<file path="src/rtl/dac_sample_pacer_if.sv">
// dac_sample_pacer_if: producer-to-pacer sample stream, valid/ready handshake.
interface dac_sample_pacer_if;
    logic [11:0] IN_DATA;
    logic        IN_VALID;
    logic        IN_READY;
    modport master (output IN_DATA, IN_VALID, input IN_READY);
    modport slave  (input IN_DATA, IN_VALID, output IN_READY);
endinterface

</file>
<file path="src/rtl/dac_sample_pacer.sv">
// dac_sample_pacer: paces FIFO-buffered 12-bit samples to the MCP4921 serializer with a shaped LATCH pulse.
// Optional DAC_PACER_HOLD_LAST_EN: an underrun tick re-latches the last VALUE instead of skipping the pulse.
module dac_sample_pacer #(
    parameter int DEPTH      = 16,
    parameter int MIN_PERIOD = 800,
    parameter int LATCH_W    = 4
) (
    input  logic                  CLK,
    input  logic                  RST_N,
    dac_sample_pacer_if.slave     in_bus,
    input  logic                  ENABLE,
    input  logic [15:0]           PERIOD,
    input  logic                  CLR_UNDERRUN,
    output logic                  LATCH,
    output logic [11:0]           VALUE,
    output logic                  UNDERRUN,
    output logic [$clog2(DEPTH):0] LEVEL
);
    localparam int AW = $clog2(DEPTH);
    localparam int PW = $clog2(LATCH_W) + 1;
    localparam logic [15:0] MIN_P = 16'(MIN_PERIOD);
    typedef enum logic [1:0] {IDLE, LOAD, PULSE} state_t;
    state_t        state;
    logic [11:0]   mem [DEPTH];
    logic [AW:0]   wr_ptr, rd_ptr;
    logic [15:0]   cnt, p_reg, p_next;
    logic [PW-1:0] pcnt;
    logic          full, empty, tick, push, pop, starve;
    // wrap bits differ with equal index bits: buffer is full
    assign full            = (wr_ptr ^ rd_ptr) == {1'b1, {AW{1'b0}}};
    assign empty           = wr_ptr == rd_ptr;
    assign LEVEL           = wr_ptr - rd_ptr;
    assign in_bus.IN_READY = !full;
    assign push            = in_bus.IN_VALID && !full;
    assign p_next          = PERIOD < MIN_P ? MIN_P : PERIOD;
    assign tick            = ENABLE && cnt == p_reg - 16'd1;
    assign pop             = tick && state == IDLE && !empty;
    assign starve          = tick && state == IDLE && empty;
    always_ff @(posedge CLK)
        if (push) mem[wr_ptr[AW-1:0]] <= in_bus.IN_DATA;
    always_ff @(posedge CLK or negedge RST_N) begin
        if (!RST_N) begin
            wr_ptr   <= '0;
            rd_ptr   <= '0;
            cnt      <= '0;
            p_reg    <= MIN_P;
            UNDERRUN <= 1'b0;
        end else begin
            if (push) wr_ptr <= wr_ptr + (AW+1)'(1);
            if (pop) rd_ptr <= rd_ptr + (AW+1)'(1);
            cnt <= (!ENABLE || tick) ? '0 : cnt + 16'd1;
            if (!ENABLE || tick) p_reg <= p_next;
            UNDERRUN <= CLR_UNDERRUN ? 1'b0 : (starve ? 1'b1 : UNDERRUN);
        end
    end
    always_ff @(posedge CLK or negedge RST_N) begin
        if (!RST_N) begin
            state <= IDLE;
            VALUE <= '0;
            LATCH <= 1'b0;
            pcnt  <= '0;
        end else begin
            case (state)
                IDLE: begin
                    if (pop) begin
                        VALUE <= mem[rd_ptr[AW-1:0]];
                        state <= LOAD;
                    end
`ifdef DAC_PACER_HOLD_LAST_EN
                    else if (starve) state <= LOAD;
`else
`endif
                end
                LOAD: begin
                    LATCH <= 1'b1;
                    pcnt  <= '0;
                    state <= PULSE;
                end
                PULSE: begin
                    if (pcnt == PW'(LATCH_W - 1)) begin
                        LATCH <= 1'b0;
                        state <= IDLE;
                    end else pcnt <= pcnt + PW'(1);
                end
                default: state <= IDLE;
            endcase
        end
    end
endmodule

</file>
<file path="src/flat_wrapper.sv">
// flat-port wrapper written by rule: the top's interface ports become plain ports
module dac_sample_pacer_flat 
#(
    parameter int DEPTH      = 16,
    parameter int MIN_PERIOD = 800,
    parameter int LATCH_W    = 4
)
  (CLK, RST_N, ENABLE, PERIOD, CLR_UNDERRUN, LATCH, VALUE, UNDERRUN, LEVEL, in_bus_IN_DATA, in_bus_IN_VALID, in_bus_IN_READY);
  dac_sample_pacer_if in_bus_i ();
  input  logic CLK;
  input  logic RST_N;
  input  logic ENABLE;
  input  logic [15:0] PERIOD;
  input  logic CLR_UNDERRUN;
  output logic LATCH;
  output logic [11:0] VALUE;
  output logic UNDERRUN;
  output logic [$clog2(DEPTH):0] LEVEL;
  input wire logic [$bits(in_bus_i.IN_DATA)-1:0] in_bus_IN_DATA;
  input wire logic [$bits(in_bus_i.IN_VALID)-1:0] in_bus_IN_VALID;
  output wire logic [$bits(in_bus_i.IN_READY)-1:0] in_bus_IN_READY;
  assign in_bus_i.IN_DATA = in_bus_IN_DATA;
  assign in_bus_i.IN_VALID = in_bus_IN_VALID;
  assign in_bus_IN_READY = in_bus_i.IN_READY;
  dac_sample_pacer #(.DEPTH(DEPTH), .MIN_PERIOD(MIN_PERIOD), .LATCH_W(LATCH_W)) u_core (.CLK(CLK), .RST_N(RST_N), .in_bus(in_bus_i), .ENABLE(ENABLE), .PERIOD(PERIOD), .CLR_UNDERRUN(CLR_UNDERRUN), .LATCH(LATCH), .VALUE(VALUE), .UNDERRUN(UNDERRUN), .LEVEL(LEVEL));
endmodule
</file>
<file path="config.mk">
export PLATFORM = sky130hd
export DESIGN_NAME = dac_sample_pacer_flat
export DESIGN_NICKNAME = d
export VERILOG_FILES = /design/src/rtl/dac_sample_pacer_if.sv /design/src/rtl/dac_sample_pacer.sv /design/src/flat_wrapper.sv
export SDC_FILE = /design/constraint.sdc
export NUM_CORES = 1
export LEC_CHECK = 0
export CORE_UTILIZATION = 57
export DETAILED_ROUTE_END_ITERATION = 8
export DONT_BUFFER_PORTS = 1
export GPL_TIMING_DRIVEN = 0
export PLACE_DENSITY = 0.71
export SYNTH_ARGS = -nofsm -noshare
export SYNTH_HDL_FRONTEND = slang
export SYNTH_SLANG_ARGS = --single-unit
</file>
<file path="constraint.sdc">
create_clock -name CLK -period 3.25 [get_ports CLK]
set_input_delay 0.65 -clock CLK [delete_from_list [all_inputs] [get_ports CLK]]
set_output_delay 0.65 -clock CLK [all_outputs]
set_load 0.02 [all_outputs]
</file>
==> flow_summary_export.csv <==
group,metric,value,unit
cells_and_area,multi_input_area,3400,sq um
grt,grt_util_all_layers,25.5,%
drt,vias,5762,
power,p_per_area,627,nW/um^2
placed_design,hpwl,14000,um
synthesis,ys_warn_count,0,
cells_and_area,final_cell_mix,"192 x edfxtp_1, 60 x mux4_2, 57 x dfrtp_1, 26 x clkbuf_16",
power,ir_drop,0.491,mV
drt,wire_per_inst,25.5,um
sta,timing.final.crit_period,3200,ps
critical_path,worstSetupPathType,"register to register",
synthesis,async_flop_share,24.1,%
critical_path,worst-path-max-fanout,8,
synthesis,synthCells,615,
sta,drv_slew,0,
sta,slew_headroom,21.8,%
synthesis,synth_edf_count,192,
synthesis,synth_cell_type_count,54,
critical_path,reg2regPathDepth,11,
run_status,status,"complete, but fails checks",
flow_run,maxCapViolCount,0,
worst_hold_path,hp-class,"input port to asynchronous set/reset pin",
drt,drt_iter0_drc,427,
sta,tns,0,ps
sta,hold_slack,-11.9,ps
cts,htree_num_levels,1,
cells_and_area,largest_reg_flops,192,
die,fp.coreArea,18100,sq um
sta,fin_ws,48.8,ps
cells_and_area,antennaDiodeCount,0,
drt,drc,0,
critical_path,worstPathRequired,3650,ps
cts,cts.sinks,253,
die,start_util,58.9,%
synthesis,synth_top_flop_cell,"edfxtp_1",
power,power,7.81,mW
die,rows,49,
die,die_h,139,um
cells_and_area,fin_area,12500,sq um
sta,fmax,0.312,GHz
cts,tritoncts,"done",
cells_and_area,seq_area,7300,sq um
cells_and_area,syn2layout_area_growth,16.5,%
critical_path,r2r_end,"u_core.VALUE[3]",
critical_path,cp_data_arrival_time,3600,ps
grt,antenna_found_initial,0,
power,switching_share,25.6,%
drt,dr.pass1.iters,7,
synthesis,synth-seq-area-share,68.2,%
sta,setup_violations,0,
power,leakage,4.36,nW
cells_and_area,n_fill_cell,1142,
placed_design,gp_congestion,0.875,
grt,grt_max_degree,62,
critical_path,rrSetupSlack,50,ps
power,comb_power_share,13.9,%
die,fp.dieArea,19300,sq um
grt,grt_remaining_overflow,0,
drt,wirelength,23500,um
power,intPower,5.81,mW
power,p_sw,2.00,mW
sta,hold_viol,5,
critical_path,start_kind,"register",
placed_design,postPlaceCellArea,11000,sq um
cts,clockBufferDepth,3,
cells_and_area,fin_nets,721,
critical_path,end_kind,"register",
power,clkPwrFrac,36.1,%
synthesis,ys_seq_elements,253,
synthesis,synth_area,10700,sq um
grt,grt_pass1_vias,6165,
sta,finalCritPeriodShare,98.5,%
run_status,violations,"hold timing",
grt,grt_pass1_wl,36300,um
drt,drtAntennaViolNets,0,
cts,clk_pin_slew,60,ps
synthesis,synth_area_per_cell,17.4,sq um
placed_design,io_buffers,0,
sta,worstMarginPinSlew,1170,ps
cts,cts_root_buffer,"clkbuf_16",
sta,skew,22.9,ps
drt,viasPerCell,6.24,
cells_and_area,layout_commonest_cell,"edfxtp_1",
synthesis,syn_nets,662,
critical_path,r2r-start,"u_core.p_reg[3]",
placed_design,place_ws,-1210,ps
cts,cts_made_buffers,26,
cts,worstSkewPairLatency,530,ps
die,die_x,139,um
cells_and_area,utilization,68.7,%
die,boundaryPins,53,
cells_and_area,drive_gt1_share,28.8,%
power,seqPwrFrac,50.0,%
==> worst max-delay path, cell delays in order, from the launching register on <==
cell and delay (ps):
dfrtp_1 370, buf_6 140, or4_4 580, a2111oi_4 200, o21a_1 160, o211ai_1 100
or4_4 450, buf_6 160, nor4b_4 250, buf_4 190, buf_4 140, mux2_2 330
==> cell usage after synthesis (9+ instances only) <==
library cell | n | share of area [%]
nand3_1 | 16 | 0.75
mux2i_1 | 9 | 0.84
edfxtp_1 | 192 | 54
xnor2_1 | 20 | 1.6
dfrtp_1 | 58 | 14
nand2b_1 | 9 | 0.53
nor2_1 | 36 | 1.3
mux4_2 | 60 | 13
mux2_4 | 9 | 1.3
xor2_1 | 24 | 2.0
nor3_1 | 13 | 0.61
inv_1 | 21 | 0.74
nand2_1 | 26 | 0.91
ha_1 | 13 | 1.5
a21oi_1 | 10 | 0.47
clkbuf_1 | 15 | 0.53
mux2_2 | 13 | 1.4
==> per-stage QoR <==
step	instances	hold WS, ps
floorplan	615	354
global route	923	3.57
global placement	844	356
detailed placement	845	356
finish	923	-11.9
CTS	922	2.75
==> power groups by stage <==
| stage | Sequential (mW) | Clock, mW | Combinational [mW] |
|---|---|---|---|
| after CTS | 3.90 | 2.86 | 1.04 |
| after global routing | 3.92 | 2.97 | 1.15 |
| after floorplan | 3.92 | 0 | 0.581 |
| after global placement | 3.95 | 0 | 0.744 |
| after detailed placement | 3.97 | 0 | 0.790 |
| final | 3.90 | 2.82 | 1.08 |
==> metal layers <==
layer / track usage, % / vias to the layer above / routed length, um
li1: - / 2490 / -
met5: 0 / - / 0
met2: 42.4 / 257 / 11500
met4: 9.77 / 0 / 871
met1: 34.1 / 2961 / 9570
met3: 4.28 / 54 / 1570
==> cells by family (layout without fill, tap and decap cells) <==
kind of cell,count (synthesis),in the layout,synth area share [%]
AO/OA/AOI/OAI,31,31,1.90
XOR/XNOR,45,45,3.82
AND/OR/NAND/NOR,135,135,6.43
buffers and inverters,46,125,1.82
adder cells (fa/ha/maj),14,14,1.71
multiplexers,91,91,16.1
flip-flops,253,253,68.2
==> area by class of cell <==
type / instances / share of cell area [%]
buffer: 22 / 1.00
sequential: 253 / 58.6
multi-input combinational: 316 / 27.3
timing repair buffer: 33 / 3.62
clock buffer: 29 / 5.31
inverter: 22 / 0.673
tap: 229 / 2.30
clock inverter: 19 / 1.26
==> repair_timing <==
action | CTS | global route
cloned | 0 | 1
setup endpoints to repair | 240 | 228
pin swaps | 17 | 1
hold buffers | 1 | 0
endpoints found under the hold margin | 61 | 0
resized for setup | 34 | 15
buffers inserted | 29 | 1
==> how the worst max path moves through the flow <==
stage / end / startpoint
after floorplan: u_core.mem[11][0] / u_core.rd_ptr[3]
after CTS: u_core.mem[0][4] / u_core.rd_ptr[1]
final: u_core.VALUE[3] / u_core.p_reg[3]
after global placement: u_core.mem[7][10] / u_core.rd_ptr[3]
after detailed placement: u_core.mem[11][10] / u_core.rd_ptr[3]
after global routing: u_core.VALUE[2] / u_core.p_reg[3]
No activity file was read; power rests on OpenSTA's default activity.
==> variant, RTL diff (same settings) <==
Encoding of `state_t`: now one-hot (3 bits for 3 states).
--- a/src/rtl/dac_sample_pacer.sv
+++ b/src/rtl/dac_sample_pacer.sv
@@ -19,7 +19,7 @@
     localparam int AW = $clog2(DEPTH);
     localparam int PW = $clog2(LATCH_W) + 1;
     localparam logic [15:0] MIN_P = 16'(MIN_PERIOD);
-    typedef enum logic [1:0] {IDLE, LOAD, PULSE} state_t;
+    typedef enum logic [2:0] {IDLE = 3'b001, LOAD = 3'b010, PULSE = 3'b100} state_t;
     state_t        state;
     logic [11:0]   mem [DEPTH];
     logic [AW:0]   wr_ptr, rd_ptr;
Behaviour: same outputs for any inputs over 10 cycles, from zero or initial values and one cycle with RST_N low; not proved beyond that.
==> variant against the unedited design <==
- worst setup slack improved by 87 ps
- cell area shrank 0.59%
- sequential cell count up 1
- area after synthesis grew 0.47%
- routed wire length shrank 1.4%
- non-clock buffer count shrank 3
- power decreased by 0.88%
- global-route usage shrank 0.36 points
==> variant: results (changes against the unedited design) <==
STA
  – Fin crit period: 3110 ps (-87.4 ps)
  – Final clock skew: 10.9 ps (-12.0 ps)

Worst setup path
  – R2r setup slk: 190 ps (+140 ps)
  – Critical Path AT: 2460 ps (-1140 ps)
  – End of the worst register-to-register path: u_core.VALUE[2]$_DFFE_PN0P_
  – Setup crit start: u_core.rd_ptr[1]$_DFFE_PN0P_
  – Crit-path max FO: 10 (+2)

Global routing
  – Tot GR Track Use: 0.251 (-0.00359)
  – First-pass GRT wire length: 35.7 mm (-1.7%)
  – Vias in the first global route: 6,034 (-2.1%)
  – Largest net degree at the start of global routing: 63 (+1.6%)

Yosys
  – Syn avg cell area: 17.4 um^2 (-0.18%)
  – Ys async rst share: 0.244 (+0.00299)
  – Post-synth cell types: 52 (-3.7%)
  – Sequential fraction of the synthesis area: 0.681 (-0.000731)
  – Syn nets: 666 (+0.60%)
  – Area contributors post-synth: edfxtp_1 (54%), dfrtp_1 (14%), mux4_2 (13%)

Routing
  – Vias per cell: 6.26 (+0.25%)
  – Vias: 5,795 (+0.57%)
  – Initial DRT Pass Iterations: 5 (-2)

Finish
  – Fillers: 1,170 (+2.5%)
  – Fraction of layout cells with a size suffix above 1: 0.265 (-0.0228)
  – Final #Nets: 724 (+0.42%)

Placement
  – Gpl congestion: 0.892 (+2.0%)
  – Setup slack at placement: -1250 ps (-36.2 ps)
  – Cell count after placement: 860 (+1.8%)
  – Post-detail-place hpwl: 14.4 mm (+2.7%)

Pwr
  – Leakage power: 4.34 nW (-0.42%)
  – Peak supply drop: 0.502 mV (+2.3%)

Worst hold path
  – Hold Crit Class: in -> reg

Outcome
  – Outcome: complete, no violations
[variant: cell types whose count changed after synthesis, sizes merged, moves of 3 or more]
cell,change
nand3,-6
xnor2,+8
nand2b,-6
inv,+6
a21oi,-4
buf,-3
nand2,+3
xor2,-5
nor3,-4
nor2,+5
a22o,+3
[variant: power by group]
part	internal [mW]	leakage [nW]	total, mW	switching (mW)
sequential	3.80	2.53	3.91	0.118
clock	1.55	0.387	2.74	1.19
combinational	0.374	1.42	1.09	0.712
[variant: metrics by stage]
step	total power [mW]	hold WS [ps]	instance area [um^2]	setup TNS (ps)
finish	7.74	194	12400	0
global route	7.98	178	12400	0
CTS	7.71	184	12300	-1310
detailed placement	4.84	356	11200	-164580
global placement	4.72	356	11000	-292540
floorplan	4.52	354	10800	-30480
[variant: routing by layer]
metal  GRT usage  part of all wire  up-vias
li1            -                 -     2516
met1       0.336              0.40     2988
met2       0.417              0.49      229
met3      0.0492             0.069       62
met4      0.0848             0.033        0
met5           0                 0        -
[variant: kinds of logic after synthesis]
group           after synthesis  synth area share
compound gates               30            0.0235
mux                          90             0.156
flops                       254             0.681
fa+ha+maj                    14            0.0170
simple gates                134            0.0643
xor+xnor                     47            0.0383
buf+inv                      50            0.0196
[variant: worst min path at each step]
stage,endpoint,slack (ps),from,depth (start not counted)
finish,u_core.UNDERRUN$_DFFE_PN0P_,190,CLR_UNDERRUN,1
global route,u_core.UNDERRUN$_DFFE_PN0P_,180,CLR_UNDERRUN,1
CTS,u_core.UNDERRUN$_DFFE_PN0P_,180,CLR_UNDERRUN,1
detailed placement,u_core.pcnt[2]$_DFFE_PN0P_,360,RST_N,0
global placement,u_core.pcnt[2]$_DFFE_PN0P_,360,RST_N,0
floorplan,u_core.LATCH$_DFFE_PN0P_,350,RST_N,0
[variant: repair_timing]
action,in CTS,in global routing
gates cloned,0,0
pin swaps,12,1
buffers inserted,15,2
gates resized for setup,27,10
hold endpoints to repair,62,0
hold buffers,2,0
endpoints found under the setup margin,204,199
[variant: area by class of cell]
type	instances	area [um^2]	area share
inverters	28	106	0.00859
well taps	229	287	0.0231
multi-input cells	315	3390	0.273
repair buffers	31	385	0.0311
flip-flops and latches	254	7320	0.591
clock inverters	8	50.0	0.00404
clock buffers	40	733	0.0592
plain buffers	21	116	0.00939
[variant: critical path: stages (launching register included)]
cell	delay, ps
dfrtp_1	400
clkbuf_1	250
buf_4	270
inv_1	70
ha_1	310
a21o_1	170
a21oi_1	180
xnor2_1	290
